### config.mk
export PLATFORM = sky130hd
export DESIGN_NAME = fifo_rd_stream
export DESIGN_NICKNAME = d
export VERILOG_FILES = /design/src/rtl/fifo_rd_stream.sv
export SDC_FILE = /design/constraint.sdc
export NUM_CORES = 1
export LEC_CHECK = 0
export ABC_AREA = 1
export CAP_MARGIN = 20
export CORE_MARGIN = 1
export CORE_UTILIZATION = 35
export DETAILED_ROUTE_END_ITERATION = 16
export SYNTH_ARGS = -nofsm -noshare
export SYNTH_HDL_FRONTEND = slang
export SYNTH_SLANG_ARGS = --single-unit
### constraint.sdc
create_clock -name r_clk -period 2.3 [get_ports r_clk]
set_clock_uncertainty 0.15 [all_clocks]
set_input_delay 0.46 -clock r_clk [delete_from_list [all_inputs] [get_ports r_clk]]
set_output_delay 0.46 -clock r_clk [all_outputs]
set_load 0.01 [all_outputs]
### src/rtl/fifo_rd_stream.sv
// rtl/fifo_rd_stream.sv - FIFO read-side consumer presenting memory data as a valid/ready stream
//
// Drives the FIFO read enable, absorbs the memory's one-cycle registered read
// latency and buffers words in a 2-entry skid so the stream sustains one beat
// per cycle. Optional packet framing is enabled by defining FIFO_RD_LAST_EN.
//
// Ports:
//   r_clk          read-domain clock, all state on posedge
//   rreset         synchronous active-high reset (wins over flush)
//   flush          synchronous clear of the read path (xfer_cnt survives)
//   fifo_empty     FIFO empty flag
//   fifo_rd_enable read request; FIFO read pointer advances when high
//   fifo_rdata     registered read data, valid the cycle after fifo_rd_enable
//   m_valid        stream data valid
//   m_ready        downstream ready
//   m_data         stream data (head of buffer)
//   m_last         end of packet every PKT_BEATS beats (FIFO_RD_LAST_EN only)
//   xfer_cnt       completed stream beats, wraps modulo 2^CNT_WIDTH
module fifo_rd_stream #(
  parameter int DATA_WIDTH = 8,
  parameter int CNT_WIDTH  = 16,
  parameter int PKT_BEATS  = 4
) (
  input  logic                  r_clk,
  input  logic                  rreset,
  input  logic                  flush,
  input  logic                  fifo_empty,
  output logic                  fifo_rd_enable,
  input  logic [DATA_WIDTH-1:0] fifo_rdata,
  output logic                  m_valid,
  input  logic                  m_ready,
  output logic [DATA_WIDTH-1:0] m_data,
`ifdef FIFO_RD_LAST_EN
  output logic                  m_last,
`endif
  output logic [CNT_WIDTH-1:0]  xfer_cnt
);

  logic [1:0]            count_q, count_d;
  logic                  inflight_q;
  logic                  wr_ptr_q, wr_ptr_d;
  logic                  rd_ptr_q, rd_ptr_d;
  logic [DATA_WIDTH-1:0] mem_q [2];
  logic [CNT_WIDTH-1:0]  xfer_cnt_q, xfer_cnt_d;
  logic                  pop;
  logic [2:0]            occupancy;

  assign pop       = m_valid & m_ready;
  assign occupancy = {1'b0, count_q} + {2'b00, inflight_q};

  // A pop in this cycle frees a slot by the time the read data lands, so the
  // fetch budget grows by one; this keeps one beat per cycle under full flow.
  assign fifo_rd_enable = !rreset && !flush && !fifo_empty &&
                          (occupancy < (3'd2 + {2'b00, pop}));

  assign m_valid  = (count_q != 2'd0);
  assign m_data   = mem_q[rd_ptr_q];
  assign xfer_cnt = xfer_cnt_q;

  always_comb begin
    count_d    = count_q + {1'b0, inflight_q} - {1'b0, pop};
    wr_ptr_d   = inflight_q ? ~wr_ptr_q : wr_ptr_q;
    rd_ptr_d   = pop ? ~rd_ptr_q : rd_ptr_q;
    xfer_cnt_d = pop ? xfer_cnt_q + CNT_WIDTH'(1) : xfer_cnt_q;
    if (flush) begin
      count_d  = 2'd0;
      wr_ptr_d = 1'b0;
      rd_ptr_d = 1'b0;
    end
  end

  always_ff @(posedge r_clk) begin
    if (rreset) begin
      count_q    <= 2'd0;
      inflight_q <= 1'b0;
      wr_ptr_q   <= 1'b0;
      rd_ptr_q   <= 1'b0;
      xfer_cnt_q <= '0;
      for (int i = 0; i < 2; i++) mem_q[i] <= '0;
    end else begin
      count_q    <= count_d;
      inflight_q <= fifo_rd_enable;
      wr_ptr_q   <= wr_ptr_d;
      rd_ptr_q   <= rd_ptr_d;
      xfer_cnt_q <= xfer_cnt_d;
      // A word landing during flush belongs to the discarded stream.
      if (inflight_q && !flush) mem_q[wr_ptr_q] <= fifo_rdata;
    end
  end

`ifdef FIFO_RD_LAST_EN
  localparam int BEAT_W = (PKT_BEATS > 1) ? $clog2(PKT_BEATS) : 1;
  localparam logic [BEAT_W-1:0] LAST_BEAT = BEAT_W'(PKT_BEATS - 1);

  logic [BEAT_W-1:0] beat_cnt_q, beat_cnt_d;

  assign m_last = m_valid && (beat_cnt_q == LAST_BEAT);

  always_comb begin
    beat_cnt_d = beat_cnt_q;
    if (pop) beat_cnt_d = m_last ? '0 : beat_cnt_q + BEAT_W'(1);
    if (flush) beat_cnt_d = '0;
  end

  always_ff @(posedge r_clk) begin
    if (rreset) beat_cnt_q <= '0;
    else        beat_cnt_q <= beat_cnt_d;
  end
`endif

  a_no_overflow: assert property (@(posedge r_clk) disable iff (rreset) occupancy <= 3'd2);
  a_pkt_beats:   assert property (@(posedge r_clk) PKT_BEATS >= 1);

endmodule

==> Word level (Yosys, flattened, before mapping) <==
Memory sizes are Yosys's and may differ from the RTL's. A register that Yosys moved wholly into a read port is not among the register bits.
Cells that the tools add are included.
{ "totals": {"ff_bits": 21, "mem_bits_rw": 16, "in_bits": 13, "word_cells": 35, "n_memories": 1} }
{ "mem_list": {"columns": ["name", "words", "word_bits", "read_ports", "rd_clocked_by_memory_dff", "write_ports", "line", "source"], "rows": [
  ["mem_q", 2, 8, 1, 1, 2, "43", "logic [DATA_WIDTH-1:0] mem_q [2];"]
]} }
{ "op_classes": {"addsub": 5, "order_cmp": 1, "n_mux": 10, "bitwise": 3, "n_reduce_logical": 10} }
{ "ops": {"columns": ["op", "n"], "rows": [
  ["16-bit by 1-bit adder with 16-bit output (second input constant)", 1],
  ["1-bit two-way mux", 9],
  ["8-bit two-way mux", 1],
  ["8-bit OR reduction", 1],
  ["1-bit logical AND", 4],
  ["2-bit by 1-bit adder with 3-bit output", 1],
  ["2-bit by 1-bit adder with 3-bit output (first input constant)", 1],
  ["1-bit zero test", 3],
  ["3-bit < comparator", 1],
  ["2-bit by 1-bit adder with 2-bit output", 1],
  ["1-bit inverter", 2],
  ["2-bit nonzero test", 1],
  ["2-bit OR reduction", 1],
  ["2-bit by 1-bit subtractor with 2-bit output", 1],
  ["1-bit AND", 1]
]} }

==> Logic depth before layout (Yosys ltp) <==
Gate-level depths: netlist of run 1.
{ "depth": {"depth_word": 7, "mapped_depth": 9, "mapped_depth_nobuf": 8} }

==> Least setup slack after synthesis of run 1 <==
No wires, ideal clock.
{ "synth_timing": {"path_type": "input to register", "start": "in m_ready", "end": "reg count_q[1]", "arrival_ns": 1.675, "required_time_ns": 2.080, "slack_ns": 0.406, "stages": 9, "path_buffers": 1, "path_cell_list": "inv_1 -> nor2_4 -> buf_6 -> ha_1 -> inv_1 -> ha_1 -> xnor2_1 -> or2_2 -> a21oi_1"} }
{ "synth_via": {"elab_chain_cells": 2} }
{ "synth_lines": {"columns": ["element", "line", "source"], "rows": [
  ["start, declared", "31", "input logic m_ready,"],
  ["1-bit AND", "48", "assign pop = m_valid & m_ready;"],
  ["via pop", "45", "logic pop;"],
  ["2-bit by 1-bit subtractor with 2-bit output", "61", "count_d = count_q + {1'b0, inflight_q} - {1'b0, pop};"],
  ["end signal, assigned", "81", "count_q <= count_d;"],
  ["end, declared", "39", "logic [1:0] count_q, count_d;"]
]} }
The timed path passes the listed nets, and every way through them passes these cells.
A chain may end at the register's enable or synchronous reset.

==> Final worst setup path of run 1 <==
{ "layout_timing": {"start": "in m_ready", "end": "out fifo_rd_enable"} }
{ "layout_via": {"elab_chain_cells": 4} }
{ "layout_lines": {"columns": ["element", "line", "source"], "rows": [
  ["1-bit AND", "48", null],
  ["2-bit by 1-bit adder with 3-bit output", "54", "(occupancy < (3'd2 + {2'b00, pop}));"],
  ["3-bit < comparator", "54", null],
  ["1-bit logical AND", "53", "assign fifo_rd_enable = !rreset && !flush && !fifo_empty &&"],
  ["end, declared", "28", "output logic fifo_rd_enable,"]
]} }
Every way passes these cells.

==> run summary, run 1 <==
• **result of the run** finished, final reports clean
• **violation count after the first detailed-route iteration** 51
• **number of flip-flops and latches in the synthesized netlist** 38
• **critical path required time** 1.69 ns
• **share of Yosys cell area claimed by the top area cell type** 26.6%
• **final critical-path required period** 2.21 ns
• **number of cells on the worst hold path** 1
• **clock tree sinks** 38
• **count of TritonRoute iterations in the first routing pass** 4
• **worst slew margin relative to its limit** 73.8%
• **cell types occupying the most area after synthesis** edfxtp_1 27%, dfxtp_1 24%, nor2_1 8.7%
• **Cell Rows** 25
• **fin. max-slew vios** 0
• **transition time at the pin with the least slew margin** 0.392 ns
• **TritonCTS clock tree** yes
• **slack of the worst reg-to-reg path** 0.52 ns
• **Die W** 73.8 um
• **antenna violations before repair** 0
• **Finish-stage setup viols** 0
• **critical-path cell with the highest stage delay** clkdlybuf4s50_1
• **Cells after Synth** 207
• **placeable core area** 0.00485 mm2
• **Post-Syn Area per Cell** 8.73 um2
• **postcts setup bufs** 0
• **post-layout instance area** 0.00240 mm2
• **top library cells by usage in the layout, fill and taps aside** 42 x nor2_1, 37 x clkdlybuf4s50_1, 31 x nand2_1
• **count of pins on the block boundary** 39
• **cell taking the most area after synthesis** edfxtp_1
• **via count of the first global-routing pass** 1333
• **Max rail drop VDD** 0.308 mV
• **Internal Pwr Total** 1.09 mW
• **unrepaired setup endpoints after global routing** no
• **RR Endpoint** count_q[1]$_SDFF_PP0_
• **P_sw** 0.282 mW
• **Mapped Area** 0.00181 mm2
• **maximum net fanout on the critical path** 2
• **total length of routed wires** 3480 um
• **DRT antenna net count** 0
• **slack of the critical path** 0.0931 ns
• **Area Growth Syn to Fin** 32.8%
• **overall power consumption** 1.37 mW
• **Inserted Clock Buffers** 5
• **class of the tightest hold or removal check** reg2reg
• **power density cells** 572 mW/mm2
• **Static Leakage** 0.957 nW
• **net count of the finished layout** 274
• **largest net degree at the start of global routing** 15
• **Synth cell types** 26
• **post-detailed-route via-to-cell ratio** 4.44
• **Overflow after GRT** 0
• **sequential share of the synthesized area** 51.0%
• **final instance count without filler cells** 324
• **critical path class** in2out
• **number of gates resized after CTS** 2
• **number of failing hold endpoints at the final stage** 0
• **number of nets in the synthesized netlist** 225
• **area after detailed placement** 0.00229 mm2
• **share of cells above drive strength 1** 14.0%
• **total number of H-tree levels** 2
• **Worst R2R Start** count_q[1]$_SDFF_PP0_
• **GRT Total Usage** 14.0%
• **die height** 73.8 um
• **Switching Fraction** 20.6%
• **type of element capturing the critical path** primary output
• **final core utilization** 49.5%
• **average wire per standard cell** 10.8 um
• **Initial Utilization** 37.3%
• **Synth Warn #** 0
• **Clock power frac** 40.2%
• **vias after detailed routing** 1438
• **Placed Instances** 316
• **hold buffer count at CTS** 0
• **critical path's largest stage delay** 0.48 ns
• **number of buffer cells added on primary ports** 38
• **hold worst-path end** rd_ptr_q$_SDFFE_PP0P_
• **series of cell instances along the critical path** clkdlybuf4s50_1 > nand2_1 > o21ai_0 > and3_1 > dlygate4sd2_1
• **floorplan die area** 0.00545 mm2
• **source-to-sink clock delay at the later pin of the worst-skew pair** 0.29 ns
• **achievable clock frequency** 0.453 GHz
• **detailed placement HPWL** 2470 um
• **drt drc** 0
• **wire length of the first global-routing pass** 5740 um
• **arrival time reported for the critical path endpoint** 1.60 ns
• **Fin Hold WS** 0.302 ns
• **Total Neg Setup Slack** 0 ns
• **R2R cell count** 8
• **type of origin of the critical path** primary input
• **worst slack after detailed placement** -0.187 ns
• **Max Root-Sink Buffers** 2
• **hold path startpoint** rd_ptr_q$_SDFFE_PP0P_
• **buffer cell driving the clock tree root** clkbuf_8
• **most common cell after layout, fill and taps aside** nor2_1
• **Logic pwr share** 7.3%
• **number of inserted diodes** 0
• **final estimated routing congestion in global placement** 0.719
• **ratio of final minimum period to clock period** 96.0%
• **count of max-cap constraint violations** 0
• **part of the total power dissipated in sequential elements** 52.6%
• **clock-pin slew reported for the worst setup and hold paths after clock tree synthesis** 0.07 ns
## kinds of logic (layout without fill, tap and decap cells)
logic type      count (synthesis)  in the layout  share of synthesized area, %
simple gates                  103            103                          26.0
flops                          38             38                          51.0
fa+ha+maj                       5              5                          3.46
buf+inv                        30             80                          7.27
compound gates                 20             20                          5.82
mux                             8              8                          4.99
xor+xnor                        3              3                          1.45
## how the worst max path moves through the flow
| stage | startpoint | endpoint | slack [ns] |
|---|---|---|---|
| finish | m_ready | fifo_rd_enable | 0.09 |
| global route | m_ready | fifo_rd_enable | 0.01 |
| CTS | count_q[0]$_SDFF_PP0_ | fifo_rd_enable | 0.07 |
| detailed placement | m_ready | fifo_rd_enable | -0.19 |
| global placement | m_ready | fifo_rd_enable | -0.15 |
| floorplan | m_ready | count_q[1]$_SDFF_PP0_ | 0.41 |
## layout make-up
cell class / instances / area, um2
fill: 480 / 2450
sequential: 38 / 922
multi-input combinational: 139 / 754
timing repair buffer: 45 / 432
inverter: 27 / 101
tap: 67 / 83.8
clock buffer: 6 / 72.6
clock inverter: 2 / 33.8
## power groups by stage
stage / clock network [mW] / logic (mW) / registers, mW
floorplan: 0 / 0.0473 / 0.736
global placement: 0 / 0.101 / 0.737
detailed placement: 0 / 0.101 / 0.737
CTS: 0.564 / 0.101 / 0.722
global route: 0.596 / 0.110 / 0.723
finish: 0.551 / 0.0996 / 0.722
## state kept, by name (all words and copies together), names as in the netlist, named ones only
name / flops
mem_q: 16
xfer_cnt: 16
count_q: 2
inflight_q: 1
rd_ptr_q: 1
wr_ptr_q: 1
## worst max-delay path, delay by kind of cell
| kind | cells | cell delay [ns] |
|---|---|---|
| compound gates | 1 | 0.16 |
| simple gates | 2 | 0.24 |
| buf+inv | 2 | 0.74 |
## cells in the mapped netlist
cell type,n
or2_2,1
xor2_1,2
inv_1,27
o21ai_1,1
nand3_2,1
and2_1,1
and3_1,2
nor2_2,4
nor3_1,2
xnor2_1,1
o21ai_0,5
buf_2,1
mux2_2,8
nand4_1,1
dfxtp_1,22
a21oi_1,12
nor2_4,4
o21bai_1,2
nand2_2,4
clkbuf_8,1
edfxtp_1,16
nor2_1,42
nand3_1,10
buf_6,1
ha_1,5
nand2_1,31
## metal layers
layer	GRT usage [%]	share of wire [%]	up-vias
met1	17.4	51	636
met2	23.1	43	33
li1	-	-	763
met4	6.41	1.8	0
met3	3.29	4.2	6
met5	0	0	-
Power figures use the tool's default switching activity.
==> run 2: changes to the inputs <==
--- a/config.mk
+++ b/config.mk
@@ -7,9 +7,12 @@
 export LEC_CHECK = 0
 export ABC_AREA = 1
 export CAP_MARGIN = 20
+export CELL_PAD_IN_SITES_DETAIL_PLACEMENT = 0
+export CELL_PAD_IN_SITES_GLOBAL_PLACEMENT = 1
 export CORE_MARGIN = 1
 export CORE_UTILIZATION = 35
 export DETAILED_ROUTE_END_ITERATION = 16
+export PLACE_DENSITY_LB_ADDON = 0.1
 export SYNTH_ARGS = -nofsm -noshare
 export SYNTH_HDL_FRONTEND = slang
 export SYNTH_SLANG_ARGS = --single-unit
==> run 2 against run 1 <==
Register-to-register slack hardly changed. Critical path depth is 3 lower. Routed wire length increased by 1.7%. Fmax is 0.27% lower. Clock power rose by 24%. Setup slack worse by 0.0060 ns. Via count up 1.3%. Global-route usage increased by 1.0 points. First-iteration DRC count grew 57%. Combinational power hardly changed. Power is 9.7% higher. Critical path type is now reg2out. Critical endpoint is now m_data[3]. Highest routed layer unchanged.
==> run summary, run 2 (synthesized netlist as in run 1, its figures left out) <==
• **total number of H-tree levels** 2
• **clock tree sinks** 38
• **Initial Utilization** 37.3%
• **number of buffer cells added on primary ports** 38
• **number of failing hold endpoints at the final stage** 0
• **maximum net fanout on the critical path** 8
• **count of max-cap constraint violations** 0
• **Cell Rows** 25
• **critical path required time** 1.69 ns
• **series of cell instances along the critical path** mux2_2 > clkdlybuf4s50_1
• **class of the tightest hold or removal check** reg2reg
• **result of the run** finished, final reports clean
• **final instance count without filler cells** 324
• **overall power consumption** 1.51 mW
• **worst slack after detailed placement** -0.194 ns
• **Max rail drop VDD** 0.283 mV
• **total length of routed wires** 3540 um
• **Total Neg Setup Slack** 0 ns
• **achievable clock frequency** 0.452 GHz
• **average wire per standard cell** 10.9 um
• **top library cells by usage in the layout, fill and taps aside** 42 x nor2_1, 37 x clkdlybuf4s50_1, 31 x nand2_1
• **unrepaired setup endpoints after global routing** no
• **TritonCTS clock tree** yes
• **worst slew margin relative to its limit** 74.4%
• **detailed placement HPWL** 2520 um
• **DRT antenna net count** 0
• **Finish-stage setup viols** 0
• **Overflow after GRT** 0
• **final critical-path required period** 2.21 ns
• **number of inserted diodes** 0
• **antenna violations before repair** 0
• **Max Root-Sink Buffers** 2
• **source-to-sink clock delay at the later pin of the worst-skew pair** 0.29 ns
• **placeable core area** 0.00485 mm2
• **hold path startpoint** rd_ptr_q$_SDFFE_PP0P_
• **clock-pin slew reported for the worst setup and hold paths after clock tree synthesis** 0.08 ns
• **type of origin of the critical path** register
• **count of pins on the block boundary** 39
• **critical path class** reg2out
• **floorplan die area** 0.00545 mm2
• **buffer cell driving the clock tree root** clkbuf_8
• **Fillers** 492
• **drt drc** 0
• **die height** 73.8 um
• **critical path's largest stage delay** 0.48 ns
• **power density cells** 619 mW/mm2
• **type of element capturing the critical path** primary output
• **Area Growth Syn to Fin** 34.6%
• **ratio of final minimum period to clock period** 96.2%
• **Top delay family on crit path** buffers and inverters
• **post-layout instance area** 0.00243 mm2
• **violation count after the first detailed-route iteration** 80
• **wire length of the first global-routing pass** 6010 um
• **slack of the critical path** 0.0871 ns
• **Inserted Clock Buffers** 5
• **via count of the first global-routing pass** 1366
• **Static Leakage** 0.973 nW
• **GRT Total Usage** 15.0%
• **fin. max-slew vios** 0
• **share of cells above drive strength 1** 14.8%
• **most common cell after layout, fill and taps aside** nor2_1
• **total buffers and inverters traversed by the critical path** 1
• **net count of the finished layout** 274
• **Worst R2R Start** count_q[1]$_SDFF_PP0_
• **count of TritonRoute iterations in the first routing pass** 4
• **largest net degree at the start of global routing** 15
• **hold buffer count at CTS** 0
• **Placed Instances** 316
• **final estimated routing congestion in global placement** 0.709
• **arrival time reported for the critical path endpoint** 1.60 ns
• **Die W** 73.8 um
• **transition time at the pin with the least slew margin** 0.383 ns
• **vias after detailed routing** 1456
• **post-detailed-route via-to-cell ratio** 4.49
• **area after detailed placement** 0.00229 mm2
• **critical-path cell with the highest stage delay** clkdlybuf4s50_1
==> run 2: changes by cell type in the layout (fill, tap and decap cells not counted), sizes merged <==
cell | before | now
bufinv | 1 | 2
clkbuf | 6 | 5
==> run 2: worst paths after layout <==
kind | cells after the start | end | slack [ns]
min reg2reg | 1 | register | 0.30
min | 1 | register | 0.30
max reg2reg | 8 | count_q[1]$_SDFF_PP0_ | 0.52
max | 2 | m_data[3] | 0.09
==> run 2: stage by stage <==
step | hold slack (ns) | utilization, %
after global placement | 0.291 | 47.3
after CTS | 0.303 | 50.1
final | 0.301 | 50.1
after detailed placement | 0.295 | 47.3
after global routing | 0.329 | 50.1
after floorplan | 0.275 | -
==> run 2: where the power goes <==
part	total [mW]	internal, mW	switching [mW]
Sequential	0.722	0.715	0.00627
Clock	0.684	0.435	0.249
Combinational	0.0997	0.0543	0.0454
==> run 2: repair_timing <==
action,4_1_cts,5_1_grt
hold endpoints to repair,0,0
setup buffers,0,0
resized for setup,3,0
setup endpoints to repair,9,0
==> run 2: routing by layer <==
layer  wire length [um]  global-route usage [%]  vias up  share of wire [%]
li1                   -                       -      760                  -
met1               1760                    19.6      656                 50
met2               1550                    23.0       35                 44
met3                169                    4.12        5                4.8
met4                 63                    7.05        0                1.8
met5                  0                       0        -                  0
==> run 2: cell type report <==
class	count	area [um2]	area share [%]
sequential	38	922	37.9
clock inverter	3	68.8	2.83
tap	67	83.8	3.45
clock buffer	5	68.8	2.83
inverter	27	101	4.17
timing repair buffer	45	432	17.8
multi-input combinational	139	754	31.0
